===== src/rtl/fieldious_pkg.sv =====
// fieldious_pkg: shared constants and types for the query streaming path.
// Holds the query_streamer FSM state type and the default patch geometry.
package fieldious_pkg;

  localparam int unsigned QS_DATA_WIDTH = 11;
  localparam int unsigned QS_PATCH_SIZE = 5;
  localparam int unsigned QS_NUM_QUERYS = 494;

  typedef enum logic [1:0] {
    StIdle,
    StRun,
    StDrain,
    StDone
  } qs_state_e;

endpackage


===== src/rtl/qs_fifo2.sv =====
// qs_fifo2: two-entry FIFO with flush, used to decouple SRAM reads from the sink.
// Simultaneous push and pop keep occupancy unchanged.
module qs_fifo2 #(
  parameter int unsigned Width = 8
) (
  input  logic             clk_i,
  input  logic             rst_i,
  input  logic             flush_i,
  input  logic             push_i,
  input  logic [Width-1:0] data_i,
  input  logic             pop_i,
  output logic [Width-1:0] data_o,
  output logic             valid_o,
  output logic [1:0]       count_o
);

  logic [Width-1:0] mem_q [2];
  logic [Width-1:0] mem_d [2];
  logic             wr_ptr_q, wr_ptr_d;
  logic             rd_ptr_q, rd_ptr_d;
  logic [1:0]       count_q, count_d;
  logic             do_push, do_pop;

  assign do_pop  = pop_i && (count_q != 2'd0);
  assign do_push = push_i && ((count_q != 2'd2) || do_pop);

  // Pointer, occupancy and storage update; flush empties without touching data.
  always_comb begin
    mem_d    = mem_q;
    wr_ptr_d = wr_ptr_q;
    rd_ptr_d = rd_ptr_q;
    count_d  = count_q;
    if (flush_i) begin
      wr_ptr_d = 1'b0;
      rd_ptr_d = 1'b0;
      count_d  = 2'd0;
    end else begin
      if (do_push) begin
        mem_d[wr_ptr_q] = data_i;
        wr_ptr_d        = ~wr_ptr_q;
      end
      if (do_pop) begin
        rd_ptr_d = ~rd_ptr_q;
      end
      unique case ({do_push, do_pop})
        2'b10:   count_d = count_q + 2'd1;
        2'b01:   count_d = count_q - 2'd1;
        default: count_d = count_q;
      endcase
    end
  end

  // State registers.
  always_ff @(posedge clk_i or posedge rst_i) begin
    if (rst_i) begin
      mem_q    <= '{default: '0};
      wr_ptr_q <= 1'b0;
      rd_ptr_q <= 1'b0;
      count_q  <= 2'd0;
    end else begin
      mem_q    <= mem_d;
      wr_ptr_q <= wr_ptr_d;
      rd_ptr_q <= rd_ptr_d;
      count_q  <= count_d;
    end
  end

  assign data_o  = mem_q[rd_ptr_q];
  assign valid_o = (count_q != 2'd0);
  assign count_o = count_q;

endmodule


===== src/rtl/query_streamer.sv =====
// query_streamer: streams every query patch from the query SRAM to a valid/ready sink.
// Reads are credit-limited so the two-entry FIFO can never overflow.
// Optional: define QS_STALL_CNT_EN to add stall_cnt_o, a saturating count of cycles
// where a patch is offered but refused.
module query_streamer
  import fieldious_pkg::*;
#(
  parameter int unsigned DATA_WIDTH = QS_DATA_WIDTH,
  parameter int unsigned PATCH_SIZE = QS_PATCH_SIZE,
  parameter int unsigned NUM_QUERYS = QS_NUM_QUERYS,
  parameter int unsigned ADDRW      = $clog2(NUM_QUERYS)
) (
  input  logic                             wb_clk_i,
  input  logic                             wb_rst_i,
  input  logic                             start_i,
  input  logic                             abort_i,
  output logic                             busy_o,
  output logic                             done_o,
  output logic                             mem_csb0_o,
  output logic                             mem_web0_o,
  output logic [ADDRW-1:0]                 mem_addr0_o,
  input  logic [PATCH_SIZE*DATA_WIDTH-1:0] mem_rpatch0_i,
  output logic                             out_valid_o,
  input  logic                             out_ready_i,
  output logic [PATCH_SIZE*DATA_WIDTH-1:0] out_patch_o,
  output logic [ADDRW-1:0]                 out_idx_o,
  output logic                             out_last_o
`ifdef QS_STALL_CNT_EN
  ,
  output logic [31:0]                      stall_cnt_o
`endif
);

  localparam int unsigned PatchW = PATCH_SIZE * DATA_WIDTH;
  localparam int unsigned EntryW = ADDRW + PatchW;
  localparam logic [ADDRW-1:0] LastAddr = ADDRW'(NUM_QUERYS - 1);

  qs_state_e        state_q, state_d;
  logic [ADDRW-1:0] rd_addr_q, rd_addr_d;
  logic             pend_q, pend_d;
  logic [ADDRW-1:0] pend_addr_q, pend_addr_d;

  logic              flush;
  logic              pop;
  logic              issue;
  logic              start_go;
  logic [1:0]        fifo_count;
  logic [1:0]        occ_after_pop;
  logic              fifo_valid;
  logic [EntryW-1:0] fifo_head;
  logic [ADDRW-1:0]  head_idx;

  assign head_idx      = fifo_head[EntryW-1:PatchW];
  assign pop           = fifo_valid && out_ready_i;
  assign occ_after_pop = fifo_count - {1'b0, pop};
  assign start_go      = (state_q == StIdle) && start_i && !abort_i;

  // A read is allowed when the entry being popped this cycle frees room for it, so a
  // sink that is always ready gets one patch per cycle.
  assign issue = (state_q == StRun) && !abort_i &&
                 ((occ_after_pop + {1'b0, pend_q}) < 2'd2);

  // Next-state logic for the FSM, read address counter and in-flight read tracker.
  always_comb begin
    state_d     = state_q;
    rd_addr_d   = rd_addr_q;
    pend_d      = issue;
    pend_addr_d = issue ? rd_addr_q : pend_addr_q;
    flush       = 1'b0;
    if (abort_i) begin
      state_d   = StIdle;
      rd_addr_d = '0;
      pend_d    = 1'b0;
      flush     = 1'b1;
    end else begin
      unique case (state_q)
        StIdle: begin
          if (start_i) begin
            state_d   = StRun;
            rd_addr_d = '0;
          end
        end
        StRun: begin
          if (issue) begin
            if (rd_addr_q == LastAddr) begin
              state_d   = StDrain;
              rd_addr_d = '0;
            end else begin
              rd_addr_d = rd_addr_q + ADDRW'(1);
            end
          end
        end
        StDrain: begin
          // Done once the final entry leaves the FIFO this cycle and nothing is in flight.
          if (!pend_q && ((fifo_count == 2'd0) || ((fifo_count == 2'd1) && pop))) begin
            state_d = StDone;
          end
        end
        StDone: state_d = StIdle;
        default: state_d = StIdle;
      endcase
    end
  end

  // FSM and read-tracking registers.
  always_ff @(posedge wb_clk_i or posedge wb_rst_i) begin
    if (wb_rst_i) begin
      state_q     <= StIdle;
      rd_addr_q   <= '0;
      pend_q      <= 1'b0;
      pend_addr_q <= '0;
    end else begin
      state_q     <= state_d;
      rd_addr_q   <= rd_addr_d;
      pend_q      <= pend_d;
      pend_addr_q <= pend_addr_d;
    end
  end

  qs_fifo2 #(
    .Width(EntryW)
  ) u_fifo (
    .clk_i  (wb_clk_i),
    .rst_i  (wb_rst_i),
    .flush_i(flush),
    .push_i (pend_q),
    .data_i ({pend_addr_q, mem_rpatch0_i}),
    .pop_i  (pop),
    .data_o (fifo_head),
    .valid_o(fifo_valid),
    .count_o(fifo_count)
  );

  assign mem_csb0_o  = ~issue;
  assign mem_web0_o  = 1'b1;
  assign mem_addr0_o = rd_addr_q;

  assign busy_o = (state_q != StIdle);
  assign done_o = (state_q == StDone);

  // Payload is forced to zero while nothing is offered.
  assign out_valid_o = fifo_valid;
  assign out_patch_o = fifo_valid ? fifo_head[PatchW-1:0] : '0;
  assign out_idx_o   = fifo_valid ? head_idx : '0;
  assign out_last_o  = fifo_valid && (head_idx == LastAddr);

`ifdef QS_STALL_CNT_EN
  logic [31:0] stall_cnt_q, stall_cnt_d;

  // Saturating count of offered-but-refused cycles, restarted by each accepted start.
  always_comb begin
    stall_cnt_d = stall_cnt_q;
    if (start_go) begin
      stall_cnt_d = '0;
    end else if (fifo_valid && !out_ready_i && (stall_cnt_q != '1)) begin
      stall_cnt_d = stall_cnt_q + 32'd1;
    end
  end

  // Stall counter register.
  always_ff @(posedge wb_clk_i or posedge wb_rst_i) begin
    if (wb_rst_i) begin
      stall_cnt_q <= '0;
    end else begin
      stall_cnt_q <= stall_cnt_d;
    end
  end

  assign stall_cnt_o = stall_cnt_q;
`else
  logic unused_start_go;
  assign unused_start_go = start_go;
`endif

endmodule


===== config.mk =====
export PLATFORM = sky130hd
export DESIGN_NAME = query_streamer
export DESIGN_NICKNAME = d
export VERILOG_FILES = /design/src/rtl/fieldious_pkg.sv /design/src/rtl/qs_fifo2.sv /design/src/rtl/query_streamer.sv
export SDC_FILE = /design/constraint.sdc
export NUM_CORES = 1
export LEC_CHECK = 0
export BUFFER_PORTS_ARGS = -buffer_cell sky130_fd_sc_hd__clkbuf_2
export CAP_MARGIN = 20
export CORE_ASPECT_RATIO = 0.75
export CORE_UTILIZATION = 50
export DETAILED_ROUTE_END_ITERATION = 8
export PLACE_DENSITY = 0.81
export SYNTH_ARGS = -nofsm -noshare
export SYNTH_HDL_FRONTEND = slang
export SYNTH_SLANG_ARGS = --single-unit

===== constraint.sdc =====
create_clock -name wb_clk_i -period 8.2 [get_ports wb_clk_i]
set_clock_uncertainty 0.05 [all_clocks]
set_input_delay 0.41 -clock wb_clk_i [delete_from_list [all_inputs] [get_ports wb_clk_i]]
set_output_delay 0.41 -clock wb_clk_i [all_outputs]
set_load 0.02 [all_outputs]

==> out/qor.csv <==
metric,value,unit
status,finished clean,
Via-to-Cell Ratio,5.36,
worst skew pair latency,0.42,ns
final setup TNS,0,ns
GRT overflow,0,
HPWL Detailed,10200,um
design area,8870,um2
CP bufs+invs,5,
CTS Hold Buffers Added,0,
Post-synth ARST share,100,%
global placement routability congestion,0.870,
area of placed instances,8240,um2
Worst IR Drop VDD,170,uV
Final Non-Filler Cells,907,
Clock Tree Root,clkbuf_16,
PortBufs,137,
antenna violations before repair,0,
Post-CTS Setup Bufs,0,
post-CTS resize count,0,
Worst Path Required,7.74,ns
Ports,139,
Worst EP arrival,3.90,ns
FF-to-FF path depth,10,
clock buffer count from CTS,17,
Max Freq,229,MHz
Die Ht,108,um
Starting Density,51.3,%
fillers,1123,
fin. max-slew vios,0,
Sw Pwr,1110,uW
via count,4866,
Synth Flop Type,dfrtp_1,
std cell rows,38,
max cap viols,0,
CP Cell Sequence,"inv_1, ha_2, buf_4, nand2b_4, clkinv_2, ha_1, xnor2_1, xnor2_1, nor2_1, inv_1, clkbuf_2",
largest family of logic cells by synthesized area,multiplexers,
largest net degree at the start of global routing,79,
ANT cells,0,
number of global-route vias before repair,5048,
sequential element share of the synthesized area,51.4,%
syn avg cell area,13.2,um2
Compound-Gate Fraction of Synth Area,3.28,%
Netlist Area Pre-Place,7440,um2
Hold Crit Class,in2async,
unrepaired setup endpoints after global routing,no,
Crit path depth,11,
drt first pass iters,4,
post-route ant nets,0,
Cells after Synth,564,
Yosys warnings,0,
Die ar.,15400,um2
core area,14500,um2
simple-gate area share of the yosys netlist,6.81,%
Layout area overhead,19.2,%
CTS tree,built,
cell type with the largest total area after synthesis,dfrtp_1,
Yosys reg bits,153,
# DRC,0,
Seq pwr share,36.6,%
CTS H-tree depth,4,
final layout net count,764,
first-pass GRT wire length,25800,um
XOR/XNOR Fraction of Synth Area,0.706,%
share of cells above drive strength 1,43.8,%
leakage,0.00436,uW
Die Width,143,um
CP startpoint kind,flip-flop,
gr usage total,22.0,%
Clk pwr share,25.9,%
"EDFF count, synth",0,
WL final,15600,um
Rel. slew slack,36.9,%
Pwr Density,352,nW/um2
WS Path Type,reg2out,
clock-pin slew on the worst setup and hold paths,0.06,ns
post-synthesis adder-cell area fraction,1.68,%
Post-Place Cells,874,
CP max stage delay,0.69,ns
"delay-heaviest family, CP",buffers and inverters,
Setup crit end kind,output port,
worst slew pin tran,0.946,ns
combinational share of power,37.6,%
sw frac,35.4,%
drt wl/cell,17.2,um
setup violators final,0,
post-synthesis mux area share,32.6,%
Synth top area share,51.4,%
CTS sink cnt,153,
Max clock buf depth,2,
slowest cell on the critical path,nor2_1,
crit share post-route,53.2,%
syn_nets,634,
synth unique cells,47,
maximum fanout along the worst path,67,
final hold viol count,0,
crit path time final,4.36,ns
Int Power,2020,uW
"top cells by area, synth","dfrtp_1 51%, mux2_4 12%, mux2_2 11%",
initial drt markers,287,
## cell usage in the layout (no fill, tap or decap), types with 5 or more instances in the layout
| cell type | instances |
|---|---|
| nand2b_1 | 8 |
| nor3_1 | 6 |
| mux2_2 | 72 |
| nand2_1 | 8 |
| mux2_4 | 60 |
| buf_4 | 5 |
| mux2_1 | 6 |
| inv_1 | 13 |
| dfrtp_1 | 152 |
| mux2i_1 | 65 |
| clkbuf_2 | 137 |
| ha_1 | 9 |
| a21oi_1 | 6 |
| clkbuf_1 | 5 |
| clkbuf_16 | 17 |
| nor2_1 | 73 |
| o21ai_0 | 5 |
## power groups by stage
stage               registers, uW  logic [uW]  clock network (uW)
global route                 1180        1280                 862
detailed placement           1180        1140                   0
floorplan                    1080         909                   0
global placement             1160        1100                   0
CTS                          1170        1150                 824
finish                       1140        1170                 809
## Yosys cell counts, types with 2 or more instances
cell type,instances
o22ai_1,2
nor2_1,73
o221ai_1,2
xor2_1,2
nor3_1,6
mux2_1,6
xnor2_1,4
nand3_1,4
mux2_2,72
dfrtp_1,153
mux2_4,60
clkbuf_1,9
nand2_1,8
a21oi_1,6
buf_2,14
o211ai_1,3
mux2i_1,65
buf_6,7
nor2b_1,2
a221oi_1,2
nand4_1,2
o21ai_0,5
a221o_1,2
inv_1,14
ha_1,10
a32o_1,3
nand2b_1,8
## worst paths after layout
| path | endpoint | start | slack [ns] |
|---|---|---|---|
| max | mem_csb0_o | u_fifo.count_o[0] | 3.84 |
| min | u_fifo.mem_q[83] | wb_rst_i | 0.03 |
| max reg2reg | pend_addr_q[4] | u_fifo.count_o[0] | 4.40 |
| min reg2reg | u_fifo.mem_q[117] | u_fifo.mem_q[117] | 0.43 |
| max in group asynchronous | u_fifo.mem_q[67] | wb_rst_i | 6.60 |
| min in group wb_clk_i | u_fifo.mem_q[113] | mem_rpatch0_i[49] | 0.18 |
## flip-flops by register name (all words and copies together), names as in the netlist
signal,flops
pend_q,1
mem_addr0_o,9
u_fifo.rd_ptr_q,1
u_fifo.wr_ptr_q,1
u_fifo.mem_q,128
state_q,2
pend_addr_q,9
u_fifo.count_o,2
## area by class of cell
class / instances / area (um2) / share of cell area (%)
well taps: 200 / 250 / 2.82
multi-input cells: 364 / 3370 / 37.9
repair buffers: 143 / 751 / 8.46
flip-flops and latches: 153 / 3830 / 43.2
clock buffers: 26 / 499 / 5.63
clock inverters: 6 / 111 / 1.25
inverters: 15 / 62.6 / 0.705
## logic make-up (layout without fill, tap and decap cells)
logic type / count (synthesis) / in the layout
multiplexers: 203 / 203
other: 1 / 1
buffers and inverters: 47 / 190
XOR/XNOR: 6 / 6
AO/OA/AOI/OAI: 33 / 33
adder cells (fa/ha/maj): 10 / 10
flip-flops: 153 / 153
AND/OR/NAND/NOR: 111 / 111
## per-layer routing
metal  track usage, %  vias to the layer above  part of all wire, %
met5                0                        -                    0
met4             7.91                        0                  1.6
met3             5.03                       18                  4.3
met2             33.1                      141                   46
met1             31.0                     2485                   48
li1                 -                     2222                    -
## stage by stage
stage               total power [uW]  hold WS [ns]  setup slack [ns]  util (%)
floorplan                       1990         0.407              3.62         -
global placement                2260         0.416              4.53      56.8
detailed placement              2320         0.424              4.30      56.8
CTS                             3150        0.0800              3.81      61.0
global route                    3310        0.0976              3.51      61.2
finish                          3130        0.0312              3.84      61.2
(Power assumes the default switching activity.)
